===== src/rtl/mul_div_unit_if.sv =====
// Request/response bundle for mul_div_unit: valid/ready on the operand side and on the result side.
// The pipeline drives the master modport and the unit takes the slave modport.
interface mul_div_unit_if #(
  parameter int unsigned WIDTH = 32
);
  logic             in_valid;
  logic             in_ready;
  logic [2:0]       op;
  logic [WIDTH-1:0] src1;
  logic [WIDTH-1:0] src2;
  logic             out_valid;
  logic             out_ready;
  logic [WIDTH-1:0] result;

  modport master (
    output in_valid, op, src1, src2, out_ready,
    input  in_ready, out_valid, result
  );

  modport slave (
    input  in_valid, op, src1, src2, out_ready,
    output in_ready, out_valid, result
  );
endinterface


===== src/rtl/mul_div_unit.sv =====
// Iterative radix-2 RISC-V M-extension multiply/divide unit, one operation per WIDTH cycles.
// Define MDU_FAST_PATH_EN to finish divide-by-zero, signed overflow and zero multiplies in one cycle.
module mul_div_unit #(
  parameter int unsigned WIDTH = 32
) (
  input logic           clk,
  input logic           rst,
  mul_div_unit_if.slave bus
);

  localparam int unsigned     CntW    = $clog2(WIDTH);
  localparam logic [CntW-1:0] CntLast = CntW'(WIDTH - 1);

`ifdef MDU_FAST_PATH_EN
  localparam bit FastPath = 1'b1;
`else
  localparam bit FastPath = 1'b0;
`endif

  typedef enum logic [1:0] {StIdle, StBusy, StDone} state_e;

  state_e             state_q, state_d;
  logic [CntW-1:0]    cnt_q, cnt_d;
  logic [2:0]         op_q, op_d;
  logic [2*WIDTH-1:0] acc_q, acc_d;
  logic [2*WIDTH-1:0] mcand_q, mcand_d;
  logic [WIDTH-1:0]   mplier_q, mplier_d;
  logic               msub_q, msub_d;
  logic               qneg_q, qneg_d;
  logic               rneg_q, rneg_d;
  logic               spec_q, spec_d;
  logic [WIDTH-1:0]   spec_res_q, spec_res_d;
  logic               out_valid_q, out_valid_d;
  logic [WIDTH-1:0]   result_q, result_d;

  // Operand decode, only meaningful while idle
  logic             in_div, in_rem, in_div_signed, in_signed_a, in_signed_b;
  logic             src1_neg, src2_neg, div_zero, div_ovf, mul_zero;
  logic [WIDTH-1:0] src1_mag, src2_mag, min_neg, in_spec_res;

  always_comb begin
    in_div        = bus.op[2];
    in_rem        = bus.op[1];
    in_div_signed = ~bus.op[0];
    in_signed_a   = (bus.op[1:0] == 2'b01) || (bus.op[1:0] == 2'b10);
    in_signed_b   = (bus.op[1:0] == 2'b01);
    src1_neg      = in_div_signed & bus.src1[WIDTH-1];
    src2_neg      = in_div_signed & bus.src2[WIDTH-1];
    src1_mag      = src1_neg ? -bus.src1 : bus.src1;
    src2_mag      = src2_neg ? -bus.src2 : bus.src2;
    min_neg       = {1'b1, {(WIDTH-1){1'b0}}};
    div_zero      = in_div && (bus.src2 == '0);
    div_ovf       = in_div && in_div_signed && (bus.src1 == min_neg) && (bus.src2 == '1);
    mul_zero      = !in_div && ((bus.src1 == '0) || (bus.src2 == '0));
    if (div_zero) begin
      in_spec_res = in_rem ? bus.src1 : '1;
    end else if (div_ovf) begin
      in_spec_res = in_rem ? '0 : bus.src1;
    end else begin
      in_spec_res = '0;
    end
  end

  // One iteration of the datapath plus the sign-fixed final result
  logic               last;
  logic [WIDTH:0]     rem_shift, rem_diff;
  logic               qbit;
  logic [2*WIDTH-1:0] acc_step;
  logic [WIDTH-1:0]   quot, rmd, fin_res;

  always_comb begin
    last      = (cnt_q == CntLast);
    rem_shift = {acc_q[2*WIDTH-1:WIDTH], acc_q[WIDTH-1]};
    rem_diff  = rem_shift - {1'b0, mcand_q[WIDTH-1:0]};
    qbit      = ~rem_diff[WIDTH];
    if (op_q[2]) begin
      acc_step = {(qbit ? rem_diff[WIDTH-1:0] : rem_shift[WIDTH-1:0]), acc_q[WIDTH-2:0], qbit};
    end else if (mplier_q[0]) begin
      // The top bit of a signed multiplier carries negative weight
      acc_step = (last && msub_q) ? (acc_q - mcand_q) : (acc_q + mcand_q);
    end else begin
      acc_step = acc_q;
    end
    quot = acc_step[WIDTH-1:0];
    rmd  = acc_step[2*WIDTH-1:WIDTH];
    if (spec_q) begin
      fin_res = spec_res_q;
    end else if (op_q[2]) begin
      if (op_q[1]) begin
        fin_res = rneg_q ? -rmd : rmd;
      end else begin
        fin_res = qneg_q ? -quot : quot;
      end
    end else begin
      fin_res = (op_q[1:0] == 2'b00) ? quot : rmd;
    end
  end

  always_comb begin
    state_d     = state_q;
    cnt_d       = cnt_q;
    op_d        = op_q;
    acc_d       = acc_q;
    mcand_d     = mcand_q;
    mplier_d    = mplier_q;
    msub_d      = msub_q;
    qneg_d      = qneg_q;
    rneg_d      = rneg_q;
    spec_d      = spec_q;
    spec_res_d  = spec_res_q;
    out_valid_d = out_valid_q;
    result_d    = result_q;

    case (state_q)
      StIdle: begin
        if (bus.in_valid) begin
          state_d    = StBusy;
          cnt_d      = '0;
          op_d       = bus.op;
          spec_d     = div_zero || div_ovf || (FastPath && mul_zero);
          spec_res_d = in_spec_res;
          qneg_d     = src1_neg ^ src2_neg;
          rneg_d     = src1_neg;
          msub_d     = in_signed_b;
          if (in_div) begin
            acc_d    = {{WIDTH{1'b0}}, src1_mag};
            mcand_d  = {{WIDTH{1'b0}}, src2_mag};
            mplier_d = '0;
          end else begin
            acc_d    = '0;
            mcand_d  = {{WIDTH{in_signed_a & bus.src1[WIDTH-1]}}, bus.src1};
            mplier_d = bus.src2;
          end
        end
      end
      StBusy: begin
        acc_d = acc_step;
        if (!op_q[2]) begin
          mcand_d  = {mcand_q[2*WIDTH-2:0], 1'b0};
          mplier_d = {1'b0, mplier_q[WIDTH-1:1]};
        end
        if (last || (FastPath && spec_q)) begin
          state_d     = StDone;
          out_valid_d = 1'b1;
          result_d    = fin_res;
        end else begin
          cnt_d = cnt_q + CntW'(1);
        end
      end
      StDone: begin
        if (bus.out_ready) begin
          state_d     = StIdle;
          out_valid_d = 1'b0;
        end
      end
      default: state_d = StIdle;
    endcase
  end

  always_ff @(posedge clk or posedge rst) begin
    if (rst) begin
      state_q     <= StIdle;
      cnt_q       <= '0;
      op_q        <= '0;
      acc_q       <= '0;
      mcand_q     <= '0;
      mplier_q    <= '0;
      msub_q      <= 1'b0;
      qneg_q      <= 1'b0;
      rneg_q      <= 1'b0;
      spec_q      <= 1'b0;
      spec_res_q  <= '0;
      out_valid_q <= 1'b0;
      result_q    <= '0;
    end else begin
      state_q     <= state_d;
      cnt_q       <= cnt_d;
      op_q        <= op_d;
      acc_q       <= acc_d;
      mcand_q     <= mcand_d;
      mplier_q    <= mplier_d;
      msub_q      <= msub_d;
      qneg_q      <= qneg_d;
      rneg_q      <= rneg_d;
      spec_q      <= spec_d;
      spec_res_q  <= spec_res_d;
      out_valid_q <= out_valid_d;
      result_q    <= result_d;
    end
  end

  assign bus.in_ready  = (state_q == StIdle);
  assign bus.out_valid = out_valid_q;
  assign bus.result    = result_q;

endmodule


===== src/flat_wrapper.sv =====
// flat-port wrapper written by rule: the top's interface ports become plain ports
module mul_div_unit_flat 
#(
  parameter int unsigned WIDTH = 32
)
  (clk, rst, bus_in_valid, bus_op, bus_src1, bus_src2, bus_out_ready, bus_in_ready, bus_out_valid, bus_result);
  mul_div_unit_if #(.WIDTH(WIDTH)) bus_i ();
  input logic clk;
  input logic rst;
  input wire logic [$bits(bus_i.in_valid)-1:0] bus_in_valid;
  input wire logic [$bits(bus_i.op)-1:0] bus_op;
  input wire logic [$bits(bus_i.src1)-1:0] bus_src1;
  input wire logic [$bits(bus_i.src2)-1:0] bus_src2;
  input wire logic [$bits(bus_i.out_ready)-1:0] bus_out_ready;
  output wire logic [$bits(bus_i.in_ready)-1:0] bus_in_ready;
  output wire logic [$bits(bus_i.out_valid)-1:0] bus_out_valid;
  output wire logic [$bits(bus_i.result)-1:0] bus_result;
  assign bus_i.in_valid = bus_in_valid;
  assign bus_i.op = bus_op;
  assign bus_i.src1 = bus_src1;
  assign bus_i.src2 = bus_src2;
  assign bus_i.out_ready = bus_out_ready;
  assign bus_in_ready = bus_i.in_ready;
  assign bus_out_valid = bus_i.out_valid;
  assign bus_result = bus_i.result;
  mul_div_unit #(.WIDTH(WIDTH)) u_core (.clk(clk), .rst(rst), .bus(bus_i));
endmodule

===== config.mk =====
export PLATFORM = sky130hd
export DESIGN_NAME = mul_div_unit_flat
export DESIGN_NICKNAME = d
export VERILOG_FILES = /design/src/rtl/mul_div_unit_if.sv /design/src/rtl/mul_div_unit.sv /design/src/flat_wrapper.sv
export SDC_FILE = /design/constraint.sdc
export NUM_CORES = 1
export LEC_CHECK = 0
export ABC_AREA = 1
export BUFFER_PORTS_ARGS = -buffer_cell sky130_fd_sc_hd__buf_2
export CAP_MARGIN = 20
export CELL_PAD_IN_SITES_DETAIL_PLACEMENT = 0
export CELL_PAD_IN_SITES_GLOBAL_PLACEMENT = 1
export CORE_UTILIZATION = 48
export DETAILED_ROUTE_END_ITERATION = 7
export PLACE_DENSITY = 0.95
export SETUP_SLACK_MARGIN = 0.1
export SYNTH_ARGS = -nofsm -noshare
export SYNTH_HDL_FRONTEND = slang
export SYNTH_SLANG_ARGS = --single-unit

===== constraint.sdc =====
create_clock -name clk -period 11.1 [get_ports clk]
set_clock_uncertainty 0.15 [all_clocks]
set_input_delay 0 -clock clk [delete_from_list [all_inputs] [get_ports clk]]
set_output_delay 0 -clock clk [all_outputs]
set_load 0.03 [all_outputs]

-- After elaboration in Yosys (flattened, before gate mapping)
Index checks and enable logic that the tools add are counted.
- bits in registers: 239
- input port bits: 71
- output and inout port bits: 34
- word-level logic and storage cells: 95
- $add $sub $neg: 8
- equal/unequal tests: 12
- muxes and demuxes: 37
- bitwise logic cells: 6
- reduce and logical (&&, ||, !) cells: 19
- operators by type and width (kind ; number):
    $mux W32 ; 17
    $mux W64 ; 7
    $pmux W64 S2 ; 2
    $neg A32 Y32 ; 4
    $add A64 B64 Y64 ; 1
    $eq A32 B32 Y1 const B ; 2
    $pmux W32 S2 ; 1
    $sub A64 B64 Y64 ; 1
    $sub A33 B32 Y33 ; 1
    $logic_not A32 Y1 ; 1
    $reduce_and A3 Y1 ; 4
    $mux W5 ; 2
    $pmux W5 S2 ; 1
    $ne A2 B2 Y1 const B ; 4
    $mux W2 ; 3
    $pmux W2 S3 ; 1
    $reduce_and A2 Y1 ; 3
    $add A5 B1 Y5 const B ; 1
    $eq A5 B5 Y1 const B ; 1
    $logic_and A1 B1 Y1 ; 5
    $eq A2 B1 Y1 const B ; 2
    $eq A2 B2 Y1 const B ; 2
    $logic_not A2 Y1 ; 2
    $reduce_bool A2 Y1 ; 2
    7 further kinds ; 12

-- Logic depth before layout (Yosys ltp)
- word-level depth: 10
- depth in mapped cells: 46
- gate-level depth less buffers: 46

-- Least setup slack after synthesis
OpenSTA, ideal clock, no wires.
- path type: register to register
- from: register u_core.mcand_q[1]
- to: register u_core.result_q[30] (netlist: u_core.bus.result[30])
- setup time: 117 ps
- arrival time: 4699 ps
- required time: 10833 ps
- setup slack: 6134 ps
- stages on the path, launching flop included: 42
- buffers on the path: 0
- period minus slack after synthesis: 4966 ps
- path through: dfrtp_1 -> inv_1 -> ha_1 -> inv_1 -> nor3_2 -> nand3_1 -> nor3_2 -> nand2_1 -> nor2_1 -> nand4_1 -> nor4_2 -> nand3_1 -> inv_1 -> nand4_1 -> o21ai_0 -> o21ai_0 -> inv_1 -> o21ai_0 -> [... 6 more ...] -> and2_1 -> nand2_1 -> nand3_1 -> nand3_1 -> a21oi_1 -> nor2_1 -> nand2_1 -> nor2_1 -> nand2_1 -> nand2_1 -> nand2_1 -> nand2_1 -> nand3_1 -> nand2_1 -> nand2_1 -> nand2_1 -> nand2_1 -> nand2_1
- longest elaborated chain between the ends: 9
- elaborated cells on any way between the ends: 16
- those cells by class: add/sub (5); mux (10); bitwise (1)
- RTL lines (element ; line ; text):
    from (decl) ; mul_div_unit.sv:26 ; logic [2*WIDTH-1:0] mcand_q, mcand_d;
    from (signal assigned) ; mul_div_unit.sv:180 ; mcand_q <= mcand_d;
    $add A64 B64 Y64 or $sub A64 B64 Y64 (tied branches) ; mul_div_unit.sv:80 ; acc_step = (last && msub_q) ? (acc_q - mcand_q) : (acc_q + mcand_q);
    $mux W64 ; mul_div_unit.sv:80 ;
    $mux W64 ; mul_div_unit.sv:78 ; end else if (mplier_q[0]) begin
    $mux W64 (*) ; mul_div_unit.sv:76 ; if (op_q[2]) begin
    $neg A32 Y32 (on tied branches) ; mul_div_unit.sv:92, mul_div_unit.sv:90 ;
    $mux W32 (on tied branches) ; mul_div_unit.sv:92, mul_div_unit.sv:90 ;
    $mux W32 ; mul_div_unit.sv:89 ; if (op_q[1]) begin
    $mux W32 (*) ; mul_div_unit.sv:88 ; end else if (op_q[2]) begin
    $mux W32 (*) ; mul_div_unit.sv:86 ; if (spec_q) begin
    to (signal assigned) ; mul_div_unit.sv:188 ; result_q <= result_d;
    to (decl) ; mul_div_unit.sv:34 ; logic [WIDTH-1:0] result_q, result_d;
Every way passes the cells marked *; elsewhere a longest branch is shown, timed or not.
A chain may end at the register's enable or synchronous reset.

-- Final worst setup path
Ends and elaborated chain as after synthesis.

==> qor.txt <==
Drt via density -> 5.85
Vias -> 31200
Mapped Nets -> 4675
Final Slew Violations -> 0
Final WL -> 124 mm
Fraction of registers with async set/reset -> 100%
Most common cell on crit path -> nand2_1
Initial antenna violation count -> 10
Syn Area/Cell -> 5.81 µm²
Commonest non-fill, non-tap cell in the layout -> nand2_1
Worst hold path class -> primary input to register
Prevailing post-synth register cell -> dfrtp_1
Total CTS buffers -> 31
Yosys top cell area share -> 22.9%
Post-layout minimum cycle time -> 6880 ps
Endpoints failing setup -> 0
Pre-antenna DRT Iters -> 8
Reg clk slew, reported paths -> 70 ps
Largest delay share family, worst path -> simple AND/OR/NAND/NOR gates
Largest net degree at the start of global routing -> 104
Post-synthesis sequential area ratio -> 22.9%
Post-DP HPWL -> 97.5 mm
Maximum fanout along the worst path -> 6
Post-Synthesis Cells -> 4498
Most frequent cells in the layout -> nand2_1 (1466), inv_1 (725), nor2_1 (374), o21ai_0 (302), nand3_1 (290)
Die X -> 235 µm
Worst-Margin Slew -> 1130 ps
Nets -> 4784
CTS tree -> built
Gpl congestion -> 1.11
Endpoints failing hold -> 1
Worst skew pair latency -> 600 ps
Drc violations -> 0
Outcome -> complete, but fails checks
Max_slew headroom -> 24.2%
Crit path kind -> register to register
Worst path bufs/invs -> 4
Row cnt -> 85
Violated checks -> negative hold slack
Drt wl/cell -> 23.2 µm
Count of different cell masters after synthesis -> 61
Worst hold margin -> -10.4 ps
Layout cell share with drive strength beyond 1 -> 6.20%
Yosys warns -> 0
Crit share post-route -> 62.0%
Core outline area -> 53800 µm²
# Post-CTS Setup Buffers -> 0
Grt total ovfl -> 0
PortBufs -> 104
Post-route ant nets -> 0
Yosys top cell by area -> dfrtp_1
Die footprint -> 55400 µm²
Vias in the first global route -> 28200
1st-iter DRT viols -> 3997
Syn Std Cell Area -> 26100 µm²
Die H -> 235 µm
Startpoint types -> register
Io pins -> 105
Total track usage -> 43.5%
Synth top area cells -> dfrtp_1 (23%), nand2_1 (21%), inv_1 (10%), o21ai_0 (5.8%), nand3_1 (5.6%)
Post-synth EDFFs -> 0
Critical Path Sink Type -> register
Count of state elements after synthesis -> 239
CP max stage delay -> 430 ps
Initial core utilization -> 48.6%
Max-cap viol count -> 0
First-pass GRT wire length -> 181 mm
CTS sink cnt -> 239
CTS root buffer -> clkbuf_16
RSZ-0062 raised after global routing -> no
Area grow syn2layout -> 12.0%
H-tree depth -> 1
Fin Setup TNS -> 0 ps
WP data required -> 11440 ps
Crit path DAT -> 7220 ps
FMAX -> 0.145 GHz
Clock Path Buffers -> 3
Slowest CP cell -> ha_1
[metal layers]
layer / track usage (%) / wire, µm / vias to the layer above
met5: 0 / 91 / -
met4: 21.2 / 7180 / 14
li1: - / - / 14600
met2: 66.4 / 52400 / 1755
met3: 10.3 / 14300 / 387
met1: 57.7 / 49700 / 14400
[logic make-up after synthesis]
kind of cell | after synthesis | share of synthesized area (%)
compound gates | 765 | 16.8
flops | 239 | 22.9
xor+xnor | 140 | 4.69
simple gates | 2348 | 37.3
fa+ha+maj | 106 | 5.13
buf+inv | 900 | 13.2
[worst reg2reg max path: cells and delay by family (launching register included)]
kind                       cells  cell delay [ps]
DFF                            1              380
buffers and inverters          4              460
adders and majority gates      2              610
AOI/OAI and AO/OA              4             1210
and+or+nand+nor               30             3770
xor gates and xnor gates       1              180
[synth_stat cells (19+ instances only)]
master,n
o22ai_1,67
nand2_1,1467
xnor2_1,33
ha_1,104
a221oi_1,23
dfrtp_1,239
nand3_1,290
clkbuf_1,112
nand4_1,39
o211ai_1,22
nor2_2,19
buf_1,23
nor4_1,27
nor3_1,63
o21ai_0,302
nor2_1,379
inv_1,728
xor2_1,107
a22oi_1,26
a21oi_1,227
nand2_2,25
o221ai_1,22
[sequential cells by signal, summed over array words and instances, names as in the netlist]
name / flops
u_core.mplier_q: 32
u_core.op_q: 3
u_core.spec_q: 1
u_core.rneg_q: 1
u_core.bus.result: 32
u_core.bus.out_valid: 1
u_core.qneg_q: 1
u_core.acc_q: 64
u_core.state_q: 2
u_core.cnt_q: 5
u_core.mcand_q: 64
u_core.msub_q: 1
u_core.spec_res_q: 32
[timing repair]
| item | in CTS | in global routing |
|---|---|---|
| endpoints found under the hold margin | 233 | 0 |
| gates resized for setup | 0 | 0 |
| hold buffers | 98 | 0 |
[metrics by stage]
stage / worst slack [ps] / util [%] / instance area, µm² / hold slack, ps / std cells
floorplan: 4390 / - / 26100 / -42.8 / 4498
global placement: 4400 / 50.4 / 27100 / 34.4 / 5170
detailed placement: 4380 / 50.4 / 27100 / 41.5 / 5170
CTS: 4360 / 54.3 / 29200 / 0.226 / 5324
global route: 3630 / 54.4 / 29300 / 37.4 / 5326
finish: 4220 / 54.4 / 29300 / -10.4 / 5331
[worst paths after layout]
check                                     start                    end  slack (ps)  cells after the start
min in group asynchronous                   rst    u_core.mplier_q[25]         540                      4
max                           u_core.mcand_q[1]  u_core.bus.result[30]        4220                     41
min                               bus_out_ready      u_core.state_q[1]         -10                      3
max reg2reg                   u_core.mcand_q[1]  u_core.bus.result[30]        4220                     41
min reg2reg                u_core.bus.result[5]   u_core.bus.result[5]         320                      2
max in group asynchronous                   rst         u_core.op_q[2]        7780                      6
[final cells by class]
cell class	instances	area, µm²
flip-flops and latches	239	5990
diodes	5	12.5
clock buffers	42	877
clock inverters	14	216
repair buffers	233	1770
multi-input cells	3359	16700
inverters	743	2800
well taps	696	871
fillers	5570	24500
Power is left out: the tool's default activity adds up to more than one toggle a clock period on the data nets, which glitch-free logic cannot reach.
